$ cat config.mk
export PLATFORM = sky130hd
export DESIGN_NAME = cmos_config_sequencer
export DESIGN_NICKNAME = d
export VERILOG_FILES = /design/src/rtl/cmos_config_sequencer.sv
export SDC_FILE = /design/constraint.sdc
export NUM_CORES = 1
export LEC_CHECK = 0
export CAP_MARGIN = 20
export CORE_MARGIN = 3
export CORE_UTILIZATION = 40
export CTS_CLUSTER_DIAMETER = 60
export DETAILED_ROUTE_END_ITERATION = 16
export GPL_TIMING_DRIVEN = 0
export PLACE_DENSITY = 0.68
export SYNTH_ARGS = -nofsm -noshare
export SYNTH_HDL_FRONTEND = slang
export SYNTH_SLANG_ARGS = --single-unit
$ cat constraint.sdc
create_clock -name clk_i -period 6.95 [get_ports clk_i]
set_input_delay 0.695 -clock clk_i [delete_from_list [all_inputs] [get_ports clk_i]]
set_output_delay 0.695 -clock clk_i [all_outputs]
set_load 0.05 [all_outputs]
$ cat src/rtl/cmos_config_sequencer.sv
// cmos_config_sequencer
//   Command source for the camera I2C write engine. Pulses the sensor reset,
//   waits for the sensor to wake, then walks a {reg, value} table in an
//   external synchronous ROM and hands each pair to the I2C engine over a
//   valid/ready handshake.
//
// Ports
//   clk_i        system clock
//   reset_i      synchronous active-high reset (also resets the I2C engine)
//   start_i      restart pulse, honoured only in DONE or ERROR
//   rom_addr_o   table read address; rom_data_i is valid one cycle later
//   rom_data_i   table entry {reg[15:8], value[7:0]}
//                16'hFFFF = terminator, 16'hFFF0 = delay entry
//   cmd_valid_o  command valid to the I2C engine
//   cmd_ready_i  I2C engine can accept a command
//   cmd_reg_o    register address of the current command
//   cmd_data_o   register value of the current command
//   cmd_done_i   one-cycle pulse: accepted transaction finished
//   cmd_nack_i   qualified by cmd_done_i; 1 = slave NACKed
//   reset_cmos_o active-low sensor reset
//   busy_o       sequence in progress
//   done_o       table completed successfully
//   error_o      sequence aborted on NACK (sticky until start_i)
//
// Build option
//   CMOS_CFG_RETRY_EN  when defined, a NACKed entry is re-issued up to
//                      MAX_RETRIES times before the sequence aborts.
//
// state          | meaning
// ---------------+-----------------------------------------------------
// S_RESET_ASSERT | sensor reset held low for RESET_MS
// S_WAKE         | sensor reset released, waiting WAKE_MS
// S_FETCH        | rom_addr_o presented to the ROM
// S_DECODE       | ROM word sampled and classified
// S_DELAY        | delay entry, idle for DELAY_MS
// S_ISSUE        | cmd_valid_o high until the engine accepts
// S_WAIT_DONE    | waiting for the engine's done pulse
// S_DONE         | table completed
// S_ERROR        | aborted on NACK

module cmos_config_sequencer #(
  parameter int CLK_FREQ_HZ = 100000000,
  parameter int RESET_MS    = 1,
  parameter int WAKE_MS     = 3,
  parameter int DELAY_MS    = 10,
  parameter int ADDR_W      = 8,
  parameter int MAX_RETRIES = 3
) (
  input  logic              clk_i,
  input  logic              reset_i,
  input  logic              start_i,
  output logic [ADDR_W-1:0] rom_addr_o,
  input  logic [15:0]       rom_data_i,
  output logic              cmd_valid_o,
  input  logic              cmd_ready_i,
  output logic [7:0]        cmd_reg_o,
  output logic [7:0]        cmd_data_o,
  input  logic              cmd_done_i,
  input  logic              cmd_nack_i,
  output logic              reset_cmos_o,
  output logic              busy_o,
  output logic              done_o,
  output logic              error_o
);

  localparam int CYC_PER_MS = CLK_FREQ_HZ / 1000;
  localparam int RESET_CYC  = RESET_MS * CYC_PER_MS;
  localparam int WAKE_CYC   = WAKE_MS * CYC_PER_MS;
  localparam int DELAY_CYC  = DELAY_MS * CYC_PER_MS;
  localparam int MAX_RW     = (RESET_CYC > WAKE_CYC) ? RESET_CYC : WAKE_CYC;
  localparam int MAX_CYC    = (MAX_RW > DELAY_CYC) ? MAX_RW : DELAY_CYC;
  localparam int TW         = $clog2(MAX_CYC) + 1;

  // The timer is cleared to zero on entry to every wait state and counts
  // down from there; a wait of N cycles ends when the timer has stepped
  // N-1 times, i.e. when it equals -(N-1). This lets the reset value of
  // zero start the first wait directly, and a zero-length wait still
  // spends exactly one cycle in its state.
  localparam int RESET_STEPS = (RESET_CYC > 1) ? RESET_CYC - 1 : 0;
  localparam int WAKE_STEPS  = (WAKE_CYC > 1) ? WAKE_CYC - 1 : 0;
  localparam int DELAY_STEPS = (DELAY_CYC > 1) ? DELAY_CYC - 1 : 0;
  localparam logic [TW-1:0] RESET_TC = TW'(0) - TW'(RESET_STEPS);
  localparam logic [TW-1:0] WAKE_TC  = TW'(0) - TW'(WAKE_STEPS);
  localparam logic [TW-1:0] DELAY_TC = TW'(0) - TW'(DELAY_STEPS);
  localparam logic [TW-1:0] T_ONE    = TW'(1);

  localparam logic [ADDR_W-1:0] LAST_IDX = '1;
  localparam logic [ADDR_W-1:0] IDX_ONE  = ADDR_W'(1);
  localparam logic [15:0] ENTRY_END   = 16'hFFFF;
  localparam logic [15:0] ENTRY_DELAY = 16'hFFF0;

  typedef enum logic [3:0] {
    S_RESET_ASSERT,
    S_WAKE,
    S_FETCH,
    S_DECODE,
    S_DELAY,
    S_ISSUE,
    S_WAIT_DONE,
    S_DONE,
    S_ERROR
  } state_t;

  state_t            state;
  logic [ADDR_W-1:0] index;
  logic [TW-1:0]     timer;

`ifdef CMOS_CFG_RETRY_EN
  localparam int RW = (MAX_RETRIES > 0) ? $clog2(MAX_RETRIES + 1) : 1;
  localparam logic [RW-1:0] RETRY_LIM = RW'(MAX_RETRIES);
  logic [RW-1:0] retry_cnt;
`endif

  always_ff @(posedge clk_i) begin
    if (reset_i) begin
      state        <= S_RESET_ASSERT;
      reset_cmos_o <= 1'b0;
      cmd_valid_o  <= 1'b0;
      rom_addr_o   <= '0;
      cmd_reg_o    <= '0;
      cmd_data_o   <= '0;
      busy_o       <= 1'b1;
      done_o       <= 1'b0;
      error_o      <= 1'b0;
      index        <= '0;
      timer        <= '0;
`ifdef CMOS_CFG_RETRY_EN
      retry_cnt    <= '0;
`endif
    end else begin
      case (state)
        S_RESET_ASSERT: begin
          if (timer == RESET_TC) begin
            reset_cmos_o <= 1'b1;
            timer        <= '0;
            state        <= S_WAKE;
          end else begin
            timer <= timer - T_ONE;
          end
        end

        S_WAKE: begin
          if (timer == WAKE_TC) begin
            // Address goes out on entry to FETCH so the ROM word is
            // available during DECODE.
            rom_addr_o <= index;
            state      <= S_FETCH;
          end else begin
            timer <= timer - T_ONE;
          end
        end

        S_FETCH: state <= S_DECODE;

        S_DECODE: begin
          if (rom_data_i == ENTRY_END) begin
            done_o <= 1'b1;
            busy_o <= 1'b0;
            state  <= S_DONE;
          end else if (rom_data_i == ENTRY_DELAY) begin
            timer <= '0;
            state <= S_DELAY;
          end else begin
            cmd_reg_o   <= rom_data_i[15:8];
            cmd_data_o  <= rom_data_i[7:0];
            cmd_valid_o <= 1'b1;
            state       <= S_ISSUE;
          end
        end

        S_DELAY: begin
          if (timer == DELAY_TC) begin
            if (index == LAST_IDX) begin
              done_o <= 1'b1;
              busy_o <= 1'b0;
              state  <= S_DONE;
            end else begin
              index      <= index + IDX_ONE;
              rom_addr_o <= index + IDX_ONE;
              state      <= S_FETCH;
            end
          end else begin
            timer <= timer - T_ONE;
          end
        end

        S_ISSUE: begin
          if (cmd_ready_i) begin
            cmd_valid_o <= 1'b0;
            state       <= S_WAIT_DONE;
          end
        end

        S_WAIT_DONE: begin
          if (cmd_done_i) begin
            if (cmd_nack_i) begin
`ifdef CMOS_CFG_RETRY_EN
              if (retry_cnt < RETRY_LIM) begin
                retry_cnt   <= retry_cnt + RW'(1);
                cmd_valid_o <= 1'b1;
                state       <= S_ISSUE;
              end else begin
                error_o <= 1'b1;
                busy_o  <= 1'b0;
                done_o  <= 1'b0;
                state   <= S_ERROR;
              end
`else
              error_o <= 1'b1;
              busy_o  <= 1'b0;
              done_o  <= 1'b0;
              state   <= S_ERROR;
`endif
            end else begin
`ifdef CMOS_CFG_RETRY_EN
              retry_cnt <= '0;
`endif
              if (index == LAST_IDX) begin
                done_o <= 1'b1;
                busy_o <= 1'b0;
                state  <= S_DONE;
              end else begin
                index      <= index + IDX_ONE;
                rom_addr_o <= index + IDX_ONE;
                state      <= S_FETCH;
              end
            end
          end
        end

        S_DONE, S_ERROR: begin
          if (start_i) begin
            done_o       <= 1'b0;
            error_o      <= 1'b0;
            busy_o       <= 1'b1;
            index        <= '0;
            rom_addr_o   <= '0;
            timer        <= '0;
            reset_cmos_o <= 1'b0;
            state        <= S_RESET_ASSERT;
`ifdef CMOS_CFG_RETRY_EN
            retry_cnt    <= '0;
`endif
          end
        end

        default: state <= S_RESET_ASSERT;
      endcase
    end
  end

endmodule

==> summary.txt <==
Yosys
  • #FFs+latches synth: 62
  • Synth warn: 0
  • Post-synth EDFFs: 0
  • Synth cell types: 59
  • Main synth FF type: dfxtp_1
  • Synth top area share: 36.1%
  • Net count after synthesis: 443
  • Dominant cells by area after synthesis: dfxtp_1, nor2_1, mux2i_1
  • Share of the yosys chip area belonging to registers: 36.1%
  • Syn Inst Count: 418
  • Async SR Flop Fraction: 0%
  • Synth area leader: dfxtp_1
  • Mean post-synth cell area: 8.23 µm²
  • Synthesized area: 3440 µm²

Timing
  • Setup ws final: 3.91 ns
  • Setup tns final: 0 ns
  • Fin crit share: 43.7%
  • Hold WS: 0.489 ns
  • Max Clk Rate: 329 MHz
  • Final clock skew: 0.0139 ns
  • RSZ-0062 raised after global routing: no
  • Relative slew slack: 41.2%
  • Slew at the pin closest to its max-slew limit: 0.882 ns
  • Final setup violation count: 0
  • Min Clock Period, post-route: 3.04 ns
  • Fin. max-slew vios: 0
  • Final hold vios: 0

GRT
  • GRT Overall Usage: 17.9%
  • Initial antenna violation count: 0
  • Vias in the first global route: 3001
  • Global route overflow: 0
  • Pin count of the biggest net entering global routing: 11
  • First-pass GRT wire length: 14.4 mm

Die
  • Io pins: 51
  • Die area: 9750 µm²
  • Die H: 98.7 µm
  • FP Rows: 33
  • Initial Utilization: 41.5%
  • Core area: 8300 µm²
  • Die Width: 98.7 µm

Detailed routing
  • DR vias: 3361
  • Remaining DRCs: 0
  • DR pass1 iterations: 5
  • Met2 wire length: 4.12 mm
  • Via/cell ratio: 5.72
  • Number of DRC markers in iteration 0: 313
  • Routed met3 length: 476 µm
  • Uppermost layer routed: met4
  • Routed Antenna Nets: 0
  • Met1 WL: 4.20 mm
  • Total wire length: 8.91 mm
  • DR WL/cell: 15.1 µm

Finish
  • Fin cells: 588
  • Fraction of layout cells with a size suffix above 1: 8.90%
  • Final core utilization: 51.5%
  • Area growth syn-to-layout: 24.3%
  • Fillers: 795
  • ANT cells: 0
  • Post-route cell area: 4280 µm²
  • Nets: 503

Clocking
  • Clock slew at reported path FFs: 0.06 ns
  • Longest Clk Path Bufs: 2
  • Setup repair bufs after CTS: 0
  • Post-CTS Resized: 0
  • Num CTS Buffers: 9
  • Root Driver: clkbuf_8
  • CTS tree: built
  • Hold buffers post-CTS: 0
  • Clk_lat worst skew: 0.34 ns
  • CTS Sinks: 62
  • H-Tree Depth: 3

Placed design
  • Dpl hpwl: 6.47 mm
  • GP Congestion: 0.870
  • Number of port buffers: 49
  • Pre-CTS setup slack: 3.57 ns
  • Cell Area, Placed: 4060 µm²
  • Placed Cells: 572

Setup path
  • Startpoint types: input pin
  • Arr. time, crit path: 3.26 ns
  • CP Class: input pin to register
  • Critical Path Fanout Max: 10
  • Worst setup EP type: register
  • Register-to-Register Path Depth: 7
  • WP data required: 7.17 ns

Power and ir drop
  • Peak VDD IR: 0.124 mV
  • Pwr/cell area: 244 nW/µm²
  • LEAKAGE: 1.51 nW
  • Design Power: 1.04 mW

Min path
  • Hold Crit Class: register to register
  • Worst Hold Depth: 1

Outcome
  • Run status: finished, final reports clean

Run
  • Max Cap Violations: 0
power by group:
group	switching (mW)	internal (mW)
clock	0.139	0.211
combinational	0.116	0.128
sequential	0.0568	0.394
total	0.312	0.733
cells in the final DEF, fill, tap and decap left out, types with 5 or more instances in the layout:
cell type	Yosys	routed
clkbuf_8	0	10
buf_2	10	10
a311oi_1	7	7
nor4_1	15	15
mux2i_1	19	19
nand2_1	24	24
xnor2_1	20	20
inv_1	8	8
clkdlybuf4s50_1	0	49
clkbuf_1	13	15
a21oi_1	14	14
o21ai_0	19	19
nand3_1	9	9
and3_1	5	5
nor3_1	20	20
dfxtp_1	62	62
or4_1	6	6
or2_2	6	6
nor4b_1	5	5
or3_1	8	8
nor2b_1	5	5
a32o_1	7	7
nand4_1	6	6
nor2_1	65	65
synth_stat cells (all sizes together), types with 4 or more instances:
| library cell | instances |
|---|---|
| a311oi | 7 |
| nor2 | 65 |
| and3 | 5 |
| a32o | 7 |
| xnor2 | 20 |
| a22oi | 4 |
| o21ai | 20 |
| dfxtp | 62 |
| nand2 | 24 |
| mux2i | 19 |
| nor3 | 21 |
| nor4 | 16 |
| or3 | 8 |
| nand3 | 9 |
| or2 | 7 |
| inv | 8 |
| a21oi | 14 |
| nor4b | 5 |
| nor2b | 5 |
| buf | 14 |
| or4 | 9 |
| clkbuf | 13 |
| nand4 | 6 |
kinds of logic (layout without fill, tap and decap cells):
group           Yosys count  after routing  synth area share (%)
fa+ha+maj                 3              3                  1.09
flops                    62             62                  36.1
simple gates            200            200                  31.4
compound gates           78             78                  15.9
buf+inv                  35            100                  4.62
xor+xnor                 20             20                  5.09
mux                      20             20                  5.85
per-layer routing:
layer  global-route usage (%)  vias to the layer above
li1                         -                     1651
met1                     24.1                     1598
met2                     28.5                       99
met3                     4.10                       13
met4                     5.78                        0
met5                        0                        -
worst max-delay path, stage by stage:
cell	delay, ns
clkdlybuf4s50_1	0.44
or4_1	0.57
nor4_1	0.29
o22ai_1	0.35
or2_2	0.43
o21ai_1	0.16
buf_2	0.25
nor2_1	0.07
final cells by class:
class	count	area, µm²	share of cell area (%)
Tap cell	105	131	3.07
Inverter	8	30.0	0.702
Multi-Input combinational cell	321	2040	47.7
Timing Repair Buffer	49	490	11.5
Buffer	27	129	3.01
Clock inverter	4	70.1	1.64
Clock buffer	12	145	3.39
Sequential cell	62	1240	29.0
flip-flops by register name, indices dropped and copies added, names as in the netlist:
name          flops
busy_o            1
cmd_data_o        8
cmd_reg_o         8
cmd_valid_o       1
done_o            1
error_o           1
index             8
reset_cmos_o      1
rom_addr_o        8
state             4
timer            21
worst paths after layout:
kind | slack, ns | from | to
worst max-delay path | 3.91 | rom_data_i[0] | timer[12]$_SDFFE_PP0P_
worst max register to register | 4.27 | timer[0]$_SDFFE_PP0P_ | index[7]$_SDFFE_PP0P_
worst min-delay path | 0.49 | rom_addr_o[6]$_SDFFE_PP0P_ | rom_addr_o[6]$_SDFFE_PP0P_
worst min register to register | 0.49 | rom_addr_o[6]$_SDFFE_PP0P_ | rom_addr_o[6]$_SDFFE_PP0P_
No activity file was read; power rests on OpenSTA's default activity.
